File: src/rtl/ddr_line_responder_pkg.sv
// Shared sizing and FSM state encoding for the cache-line DDR responder.
package ddr_line_responder_pkg;

  localparam int ADDR_W = 32;
  localparam int LINE_W = 256;
  localparam int WORD_W = 32;
  localparam int BEATS  = LINE_W / WORD_W;
  localparam int BEAT_W = $clog2(BEATS);

  localparam logic [BEAT_W-1:0] LAST_BEAT = BEAT_W'(BEATS - 1);

  typedef enum logic [2:0] {
    S_IDLE,
    S_WR,
    S_RD_REQ,
    S_RD_WAIT,
    S_RESP,
    S_GAP
  } state_t;

endpackage

File: src/rtl/ddr_line_responder_line_assembler.sv
// Collects read beats into a full line. o_line already reflects a word written
// this cycle, so the final beat and the line capture can share one edge.
module ddr_line_responder_line_assembler
  import ddr_line_responder_pkg::*;
(
  input  logic              i_clk,
  input  logic              i_rst,
  input  logic              i_we,
  input  logic [BEAT_W-1:0] i_idx,
  input  logic [WORD_W-1:0] i_wdata,
  output logic [LINE_W-1:0] o_line
);

  logic [WORD_W-1:0] r_words [BEATS];

  always_ff @(posedge i_clk) begin
    if (i_rst) begin
      for (int i = 0; i < BEATS; i++) r_words[i] <= '0;
    end else if (i_we) begin
      r_words[i_idx] <= i_wdata;
    end
  end

  always_comb begin
    o_line = '0;
    for (int i = 0; i < BEATS; i++) begin
      o_line[i*WORD_W +: WORD_W] = (i_we && (i_idx == BEAT_W'(i))) ? i_wdata : r_words[i];
    end
  end

endmodule

File: src/rtl/ddr_line_responder.sv
// Serves 256-bit cache line loads/write-backs as 8 word beats on a 32-bit port.
// Write done ~9 cycles, load ~17 cycles with free grant; stalls on mem_gnt/mem_rvalid.
module ddr_line_responder
  import ddr_line_responder_pkg::*;
(
  input  logic              i_clk,
  input  logic              i_rst,
  input  logic              i_ram_en,
  input  logic              i_ram_write,
  input  logic [ADDR_W-1:0] i_ram_addr,
  input  logic [LINE_W-1:0] i_line_in,
  output logic              o_ddr_response,
  output logic [LINE_W-1:0] o_line_out,
  output logic              o_busy,
  output logic              o_mem_req,
  output logic              o_mem_we,
  output logic [ADDR_W-1:0] o_mem_addr,
  output logic [WORD_W-1:0] o_mem_wdata,
  input  logic              i_mem_gnt,
  input  logic              i_mem_rvalid,
  input  logic [WORD_W-1:0] i_mem_rdata
);

  localparam logic [ADDR_W-1:0] LINE_MASK = ~ADDR_W'(LINE_W / 8 - 1);

  state_t            r_state, w_state_nxt;
  logic [BEAT_W-1:0] r_beat, w_beat_nxt;
  logic              w_buf_we;
  logic              w_accept;
  logic [ADDR_W-1:0] r_lat_base, w_base_src;
  logic [LINE_W-1:0] r_lat_line, w_line_src, w_asm_line;

  logic              r_ddr_response;
  logic [LINE_W-1:0] r_line_out;
  logic              r_busy;
  logic              r_mem_req;
  logic              r_mem_we;
  logic [ADDR_W-1:0] r_mem_addr;
  logic [WORD_W-1:0] r_mem_wdata;

  // Outputs are registered from next-state, so the request being accepted this
  // edge must be taken straight from the ports rather than the latches.
  assign w_accept   = (r_state == S_IDLE) && i_ram_en;
  assign w_base_src = w_accept ? (i_ram_addr & LINE_MASK) : r_lat_base;
  assign w_line_src = w_accept ? i_line_in : r_lat_line;

  always_ff @(posedge i_clk) begin
    if (i_rst) begin
      r_state <= S_IDLE;
      r_beat  <= '0;
    end else begin
      r_state <= w_state_nxt;
      r_beat  <= w_beat_nxt;
    end
  end

  always_comb begin
    w_state_nxt = r_state;
    w_beat_nxt  = r_beat;
    w_buf_we    = 1'b0;
    case (r_state)
      S_IDLE: begin
        if (i_ram_en) begin
          w_beat_nxt  = '0;
          w_state_nxt = i_ram_write ? S_WR : S_RD_REQ;
        end
      end
      S_WR: begin
        if (i_mem_gnt) begin
          if (r_beat == LAST_BEAT) w_state_nxt = S_RESP;
          else                     w_beat_nxt  = r_beat + 1'b1;
        end
      end
      S_RD_REQ: begin
        if (i_mem_gnt) w_state_nxt = S_RD_WAIT;
      end
      S_RD_WAIT: begin
        if (i_mem_rvalid) begin
          w_buf_we = 1'b1;
          if (r_beat == LAST_BEAT) begin
            w_state_nxt = S_RESP;
          end else begin
            w_beat_nxt  = r_beat + 1'b1;
            w_state_nxt = S_RD_REQ;
          end
        end
      end
      S_RESP:  w_state_nxt = S_GAP;
      S_GAP:   w_state_nxt = S_IDLE;
      default: w_state_nxt = S_IDLE;
    endcase
  end

  always_ff @(posedge i_clk) begin
    if (i_rst) begin
      r_ddr_response <= 1'b0;
      r_line_out     <= '0;
      r_busy         <= 1'b0;
      r_mem_req      <= 1'b0;
      r_mem_we       <= 1'b0;
      r_mem_addr     <= '0;
      r_mem_wdata    <= '0;
      r_lat_base     <= '0;
      r_lat_line     <= '0;
    end else begin
      r_mem_req      <= (w_state_nxt == S_WR) || (w_state_nxt == S_RD_REQ);
      r_mem_we       <= (w_state_nxt == S_WR);
      r_mem_addr     <= w_base_src | ADDR_W'({w_beat_nxt, 2'b00});
      r_mem_wdata    <= w_line_src[w_beat_nxt*WORD_W +: WORD_W];
      r_ddr_response <= (w_state_nxt == S_RESP);
      r_busy         <= (w_state_nxt != S_IDLE);
      if (w_accept) begin
        r_lat_base <= i_ram_addr & LINE_MASK;
        r_lat_line <= i_line_in;
      end
      if ((r_state == S_RD_WAIT) && (w_state_nxt == S_RESP)) r_line_out <= w_asm_line;
    end
  end

  ddr_line_responder_line_assembler u_line_asm (
    .i_clk   (i_clk),
    .i_rst   (i_rst),
    .i_we    (w_buf_we),
    .i_idx   (r_beat),
    .i_wdata (i_mem_rdata),
    .o_line  (w_asm_line)
  );

  assign o_ddr_response = r_ddr_response;
  assign o_line_out     = r_line_out;
  assign o_busy         = r_busy;
  assign o_mem_req      = r_mem_req;
  assign o_mem_we       = r_mem_we;
  assign o_mem_addr     = r_mem_addr;
  assign o_mem_wdata    = r_mem_wdata;

endmodule

File: config.mk
export PLATFORM = sky130hd
export DESIGN_NAME = ddr_line_responder
export DESIGN_NICKNAME = d
export VERILOG_FILES = /design/src/rtl/ddr_line_responder_pkg.sv /design/src/rtl/ddr_line_responder_line_assembler.sv /design/src/rtl/ddr_line_responder.sv
export SDC_FILE = /design/constraint.sdc
export NUM_CORES = 1
export LEC_CHECK = 0
export ABC_AREA = 1
export CAP_MARGIN = 20
export CELL_PAD_IN_SITES_DETAIL_PLACEMENT = 1
export CELL_PAD_IN_SITES_GLOBAL_PLACEMENT = 2
export CORE_AREA = 2 2 325 327
export DETAILED_ROUTE_END_ITERATION = 7
export DIE_AREA = 0 0 327 329
export PLACE_DENSITY = 0.88
export SETUP_SLACK_MARGIN = 0.5
export SYNTH_ARGS = -nofsm -noshare
export SYNTH_HDL_FRONTEND = slang
export SYNTH_SLANG_ARGS = --single-unit
File: constraint.sdc
create_clock -name i_clk -period 5.08 [get_ports i_clk]
set_clock_uncertainty 0.1 [all_clocks]
set_input_delay 1.016 -clock i_clk [delete_from_list [all_inputs] [get_ports i_clk]]
set_output_delay 1.016 -clock i_clk [all_outputs]
set_load 0.01 [all_outputs]
# Yosys cells after proc, flatten, opt, wreduce, memory -nomap -nowiden

Memories as Yosys holds them, arrays and structs flattened. A register that Yosys moved wholly into a read port is not among the register bits.
Cells that the tools add are included.

Flip-flop bits (word level): 362
Bits in writable memories: 256
Input port bits: 326
Word-level logic and storage cells: 53
Memories: 1

$add $sub $neg: 1
Eq/ne operators: 8
Shifts and indexed selects: 1
Mux-type cells: 25
Bitwise gates (word level): 1
Reductions and logical operators: 6

Memory list:

| memory             | words | width | rd ports | clocked after Yosys merged registers in | write ports | RTL line                                | text |
|---|---|---|---|---|---|---|---|
| u_line_asm.r_words | 8     | 32    | 8        | 8                                       | 8           | ddr_line_responder_line_assembler.sv:14 | `logic [WORD_W-1:0] r_words [BEATS];` |

Operators with widths:

| cell                                                            | count |
|---|---|
| 256-bit 2-to-1 mux                                              | 1 |
| 256-bit by 9-bit indexed part select with 32-bit output         | 1 |
| 32-bit 2-to-1 mux                                               | 2 |
| 3-bit 2-to-1 mux                                                | 11 |
| 32-bit by 5-bit bitwise OR with 32-bit output                   | 1 |
| 32-bit OR reduction                                             | 1 |
| 3-bit case mux with 5 select lines                              | 1 |
| 3-bit by 2-bit == test with 1-bit output, second input constant | 3 |
| 3-bit == test, second input constant                            | 3 |
| 3-bit case mux with 3 select lines                              | 1 |
| 1-bit 2-to-1 mux                                                | 8 |
| 3-bit by 1-bit == test with 1-bit output, second input constant | 2 |
| 3-bit by 1-bit adder with 3-bit output, second input constant   | 1 |
| 3-bit zero test                                                 | 1 |
| 3-bit nonzero test                                              | 1 |
| 1-bit logical AND                                               | 2 |
| 2-bit 2-to-1 mux                                                | 1 |
| 1-bit logical OR                                                | 1 |

# Depth between registers and ports, before layout

Depth in word-level cells: 7
Depth in mapped cells: 14
Mapped depth without buffers: 12

# Modules after synthesis

A second synthesis with hierarchy kept.

Cells, all modules: 4484
Area, all modules: 35740.5 um^2

Modules (own cells, without submodules):

| module                            | instances | cells each | area each (um^2) |
|---|---|---|---|
| ddr_line_responder                | 1         | 2999       | 23140.9 |
| ddr_line_responder_line_assembler | 1         | 1485       | 12599.6 |

# Worst setup path after synthesis

No wires, ideal clock.

Kind: input to register
From: input i_mem_rvalid
To: memory u_line_asm.r_words[0][0], enable pin
Setup time: 389 ps
Arrival time: 2469 ps
Data required time: 4591 ps
Setup slack: 2122 ps
Stages on the path: 7
Path buffers: 1
Cell sequence: nand2_2 nor2_4 inv_1 nor2_1 nand2_1 buf_2 nand2_1

RTL lines:

| element         | RTL line                                | text |
|---|---|---|
| start, declared | ddr_line_responder.sv:20                | `input logic i_mem_rvalid,` |
| end, declared   | ddr_line_responder_line_assembler.sv:14 |  |

# Worst setup path after layout

From: input i_mem_rvalid
To: register r_line_out[226] (netlist: o_line_out[226]), read port of u_line_asm.r_words

Cells in the longest elaborated chain, start to end: 4

Ends and longest elaborated chain:

| element                            | RTL line                  | text |
|---|---|---|
| 3-bit 2-to-1 mux                   | ddr_line_responder.sv:78  | `if (i_mem_rvalid) begin` |
| 3-bit case mux with 5 select lines | ddr_line_responder.sv:61  | `case (r_state)` |
| 3-bit == test                      | ddr_line_responder.sv:116 | `if ((r_state == S_RD_WAIT) && (w_state_nxt == S_RESP)) r_line_out <= w_asm_line;` |
| 1-bit logical AND                  | ddr_line_responder.sv:116 |  |
| end, declared                      | ddr_line_responder.sv:34  | `logic [LINE_W-1:0] r_line_out;` |

No other way between the ends.
A chain may end at the register's enable or synchronous reset.

==> flow_summary.toml <==
[setup_path]
regToRegSetupSlack_ns = 1.74
critPathLaunch = "i_mem_rvalid"
arrival_ns = 3.92
critPathMostFrequentCell = "nand2_1"
cpPeakStageDelay_ns = 0.59
crit_required_ns = 5.54
critPathSlowestCell = "clkdlybuf4s50_1"
cp-end-kind = "register"
timing_worst_setup_path_type = "in2reg"
start_kind = "input port"
r2r-end = "o_line_out[226]$_SDFFE_PP0P_"
timing.rr.start = "r_beat[1]$_SDFF_PP0_"
crit_path_cell_trace = "clkdlybuf4s50_1 -> nand3_1 -> nor2_4 -> buf_12 -> nand2_1 -> buf_4 -> nand2_1 -> a311o_1 -> inv_1"
cp-endpoint = "o_line_out[226]$_SDFFE_PP0P_"
r2r_cells = 9
worstPathMaxFanout = 182

[floorplan]
chipWidth_um = 327
pin_count = 650
num_rows = 119
dieArea_sq_um = 108000
core-area_sq_um = 104000
fp.dieH_um = 329
initial_core_util_pct = 32.6

[timing]
relSlewSlack_pct = 27.8
finalHoldViolations = 0
rsz0062_at_grt = "no"
finalCritPeriodShare_pct = 68.0
tightest_slew_ns = 1.08
finalSetupTns_ns = 0
setup_viol = 0
max_freq_ghz = 0.289
period_needed_ns = 3.46
finalMaxSlewViolations = 0

[layout]
layout_common_cells = "nor2_1, clkdlybuf4s50_1, dfxtp_1, nand2_1, inv_1"
drive_gt1_share_pct = 7.77
final_cell_area_sq_um = 44500
final_core_util_pct = 42.6
final_common_cell = "nor2_1"
area_growth_pct = 30.6
nets = 4793

[clock_tree]
cts_root_buffer = "clkbuf_16"
clk_pin_slew_ns = 0.06
clk_latency_ns = 0.69
holdBufCountCts = 0
h-tree-depth = 3
post_cts_buffers = 0
clkSinkCount = 843
cts_buffer_depth = 3
cts_buffers = 96
cts.repair.resized = 0
cts_tree = "yes"

[routing]
antenna_left = 0
drtPass1Iterations = 6
wl_per_cell_um = 21.2
vias_per_cell = 4.93
wirelength_mm = 126
drt_iter0_markers = 1898
drc = 0
via_count = 29400

[yosys]
syn-instance-count = 4020
ys_types = 33
synth_area_sq_um = 34000
ys_ff_latch = 843
synth-async-reset-ratio_pct = 0
synth_flop_cell = "dfxtp_1"
seq_area_frac_synth_pct = 57.1
ys.warnings.count = 0
synth_edf_count = 256
syn_avg_cell_area_sq_um = 8.46

[global_routing]
track_usage_pct = 22.8
grt_first_pass_wirelength_mm = 187
grt_max_degree = 206
grt_pass1_vias = 29500
antenna_found_initial = 21
grt.overflow.total = 0

[hold_path]
hold_path_class = "reg2reg"
holdPathStages = 2

[place]
dp_hpwl_mm = 82.9
io_buffers = 642
placed_area_sq_um = 41100
gp_congestion = 0.812

[power_and_ir_drop]
ir_drop_uv = 309
power_density_nw_per_um2 = 397
power.leakage_nw = 19.4

[outcome]
status = "completed"

[flow_run]
maxCapViolations = 0
flip-flops by register name (all words and copies together) (netlist names):
register / count
r_lat_base: 30
o_ddr_response: 1
r_state: 3
r_lat_line: 256
o_mem_req: 1
r_beat: 3
o_mem_we: 1
o_mem_addr: 3
o_line_out: 256
o_mem_wdata: 32
u_line_asm.r_words: 256
o_busy: 1
cell families after synthesis:
logic type	synth area share, %
buf+inv	8.54
flops	57.1
other cells	0.0110
simple gates	22.7
fa+ha+maj	0.110
compound gates	11.5
area by class of cell:
cell class / instances / area, sq um
multi-input combinational: 2520 / 11700
clock buffer: 142 / 2830
timing repair buffer: 692 / 7010
fill: 12100 / 59900
sequential: 843 / 19400
clock inverter: 38 / 482
inverter: 311 / 1180
antenna: 21 / 52.6
tap: 1391 / 1740
Yosys cell counts, types with 2 or more instances:
cell	instances	area, sq um
o21ai_1	133	666
ha_1	3	37.5
inv_1	307	1150
nor3_1	2	10.0
buf_4	53	398
nand3_2	5	50.1
dfxtp_1	587	11800
clkbuf_2	3	15.0
o211ai_1	193	1450
buf_2	91	455
a31oi_1	2	12.5
o21ai_0	280	1400
nand2_2	5	31.3
edfxtp_1	256	7690
nand3_1	264	1320
nand2_1	578	2170
inv_2	3	11.3
nor2_1	877	3290
or2_2	126	788
clkbuf_1	170	638
o22ai_1	2	12.5
nor2_2	2	12.5
a311o_1	32	320
a21oi_1	5	25.0
nor2_4	4	45.0
buf_1	14	52.6
or2_1	2	12.5
buf_6	16	180
power by group:
group	switching [mW]	total (mW)	internal [mW]
clock	2.98	7.18	4.19
combinational	1.81	2.93	1.12
sequential	0.135	7.54	7.41
critical path: cells and delay by family:
family	cells	cell delay (ns)
AOI/OAI and AO/OA	1	0.16
buffers and inverters	4	1.60
and+or+nand+nor	4	1.00
worst min path at each step:
stage	from	end	slack [ns]
2_1_floorplan	r_lat_base[2]$_SDFF_PP0_	r_lat_base[2]$_SDFF_PP0_	0.32
3_3_place_gp	r_lat_base[3]$_SDFF_PP0_	r_lat_base[3]$_SDFF_PP0_	0.32
3_5_place_dp	r_lat_base[3]$_SDFF_PP0_	r_lat_base[3]$_SDFF_PP0_	0.33
4_1_cts	r_lat_base[3]$_SDFF_PP0_	r_lat_base[3]$_SDFF_PP0_	0.34
5_1_grt	r_lat_base[3]$_SDFF_PP0_	r_lat_base[3]$_SDFF_PP0_	0.36
6_report	r_lat_base[3]$_SDFF_PP0_	r_lat_base[3]$_SDFF_PP0_	0.34
metal layers:
metal	vias to the layer above	global-route usage [%]	share of wire, %
met5	-	0	0.010
met4	2	10.7	4.4
met3	215	3.85	4.7
met2	758	36.4	46
met1	14500	30.3	45
li1	13900	-	-
metrics by stage:
step,power (mW),hold slack [ns],worst slack (ns),instances
final,17.6,0.339,1.62,5958
after global routing,18.5,0.359,1.42,5956
after CTS,17.8,0.341,1.67,5936
after detailed placement,10.6,0.333,0.958,5756
after global placement,10.5,0.323,0.987,5756
after floorplan,9.53,0.316,2.12,4021
No activity file was read; power rests on OpenSTA's default activity.
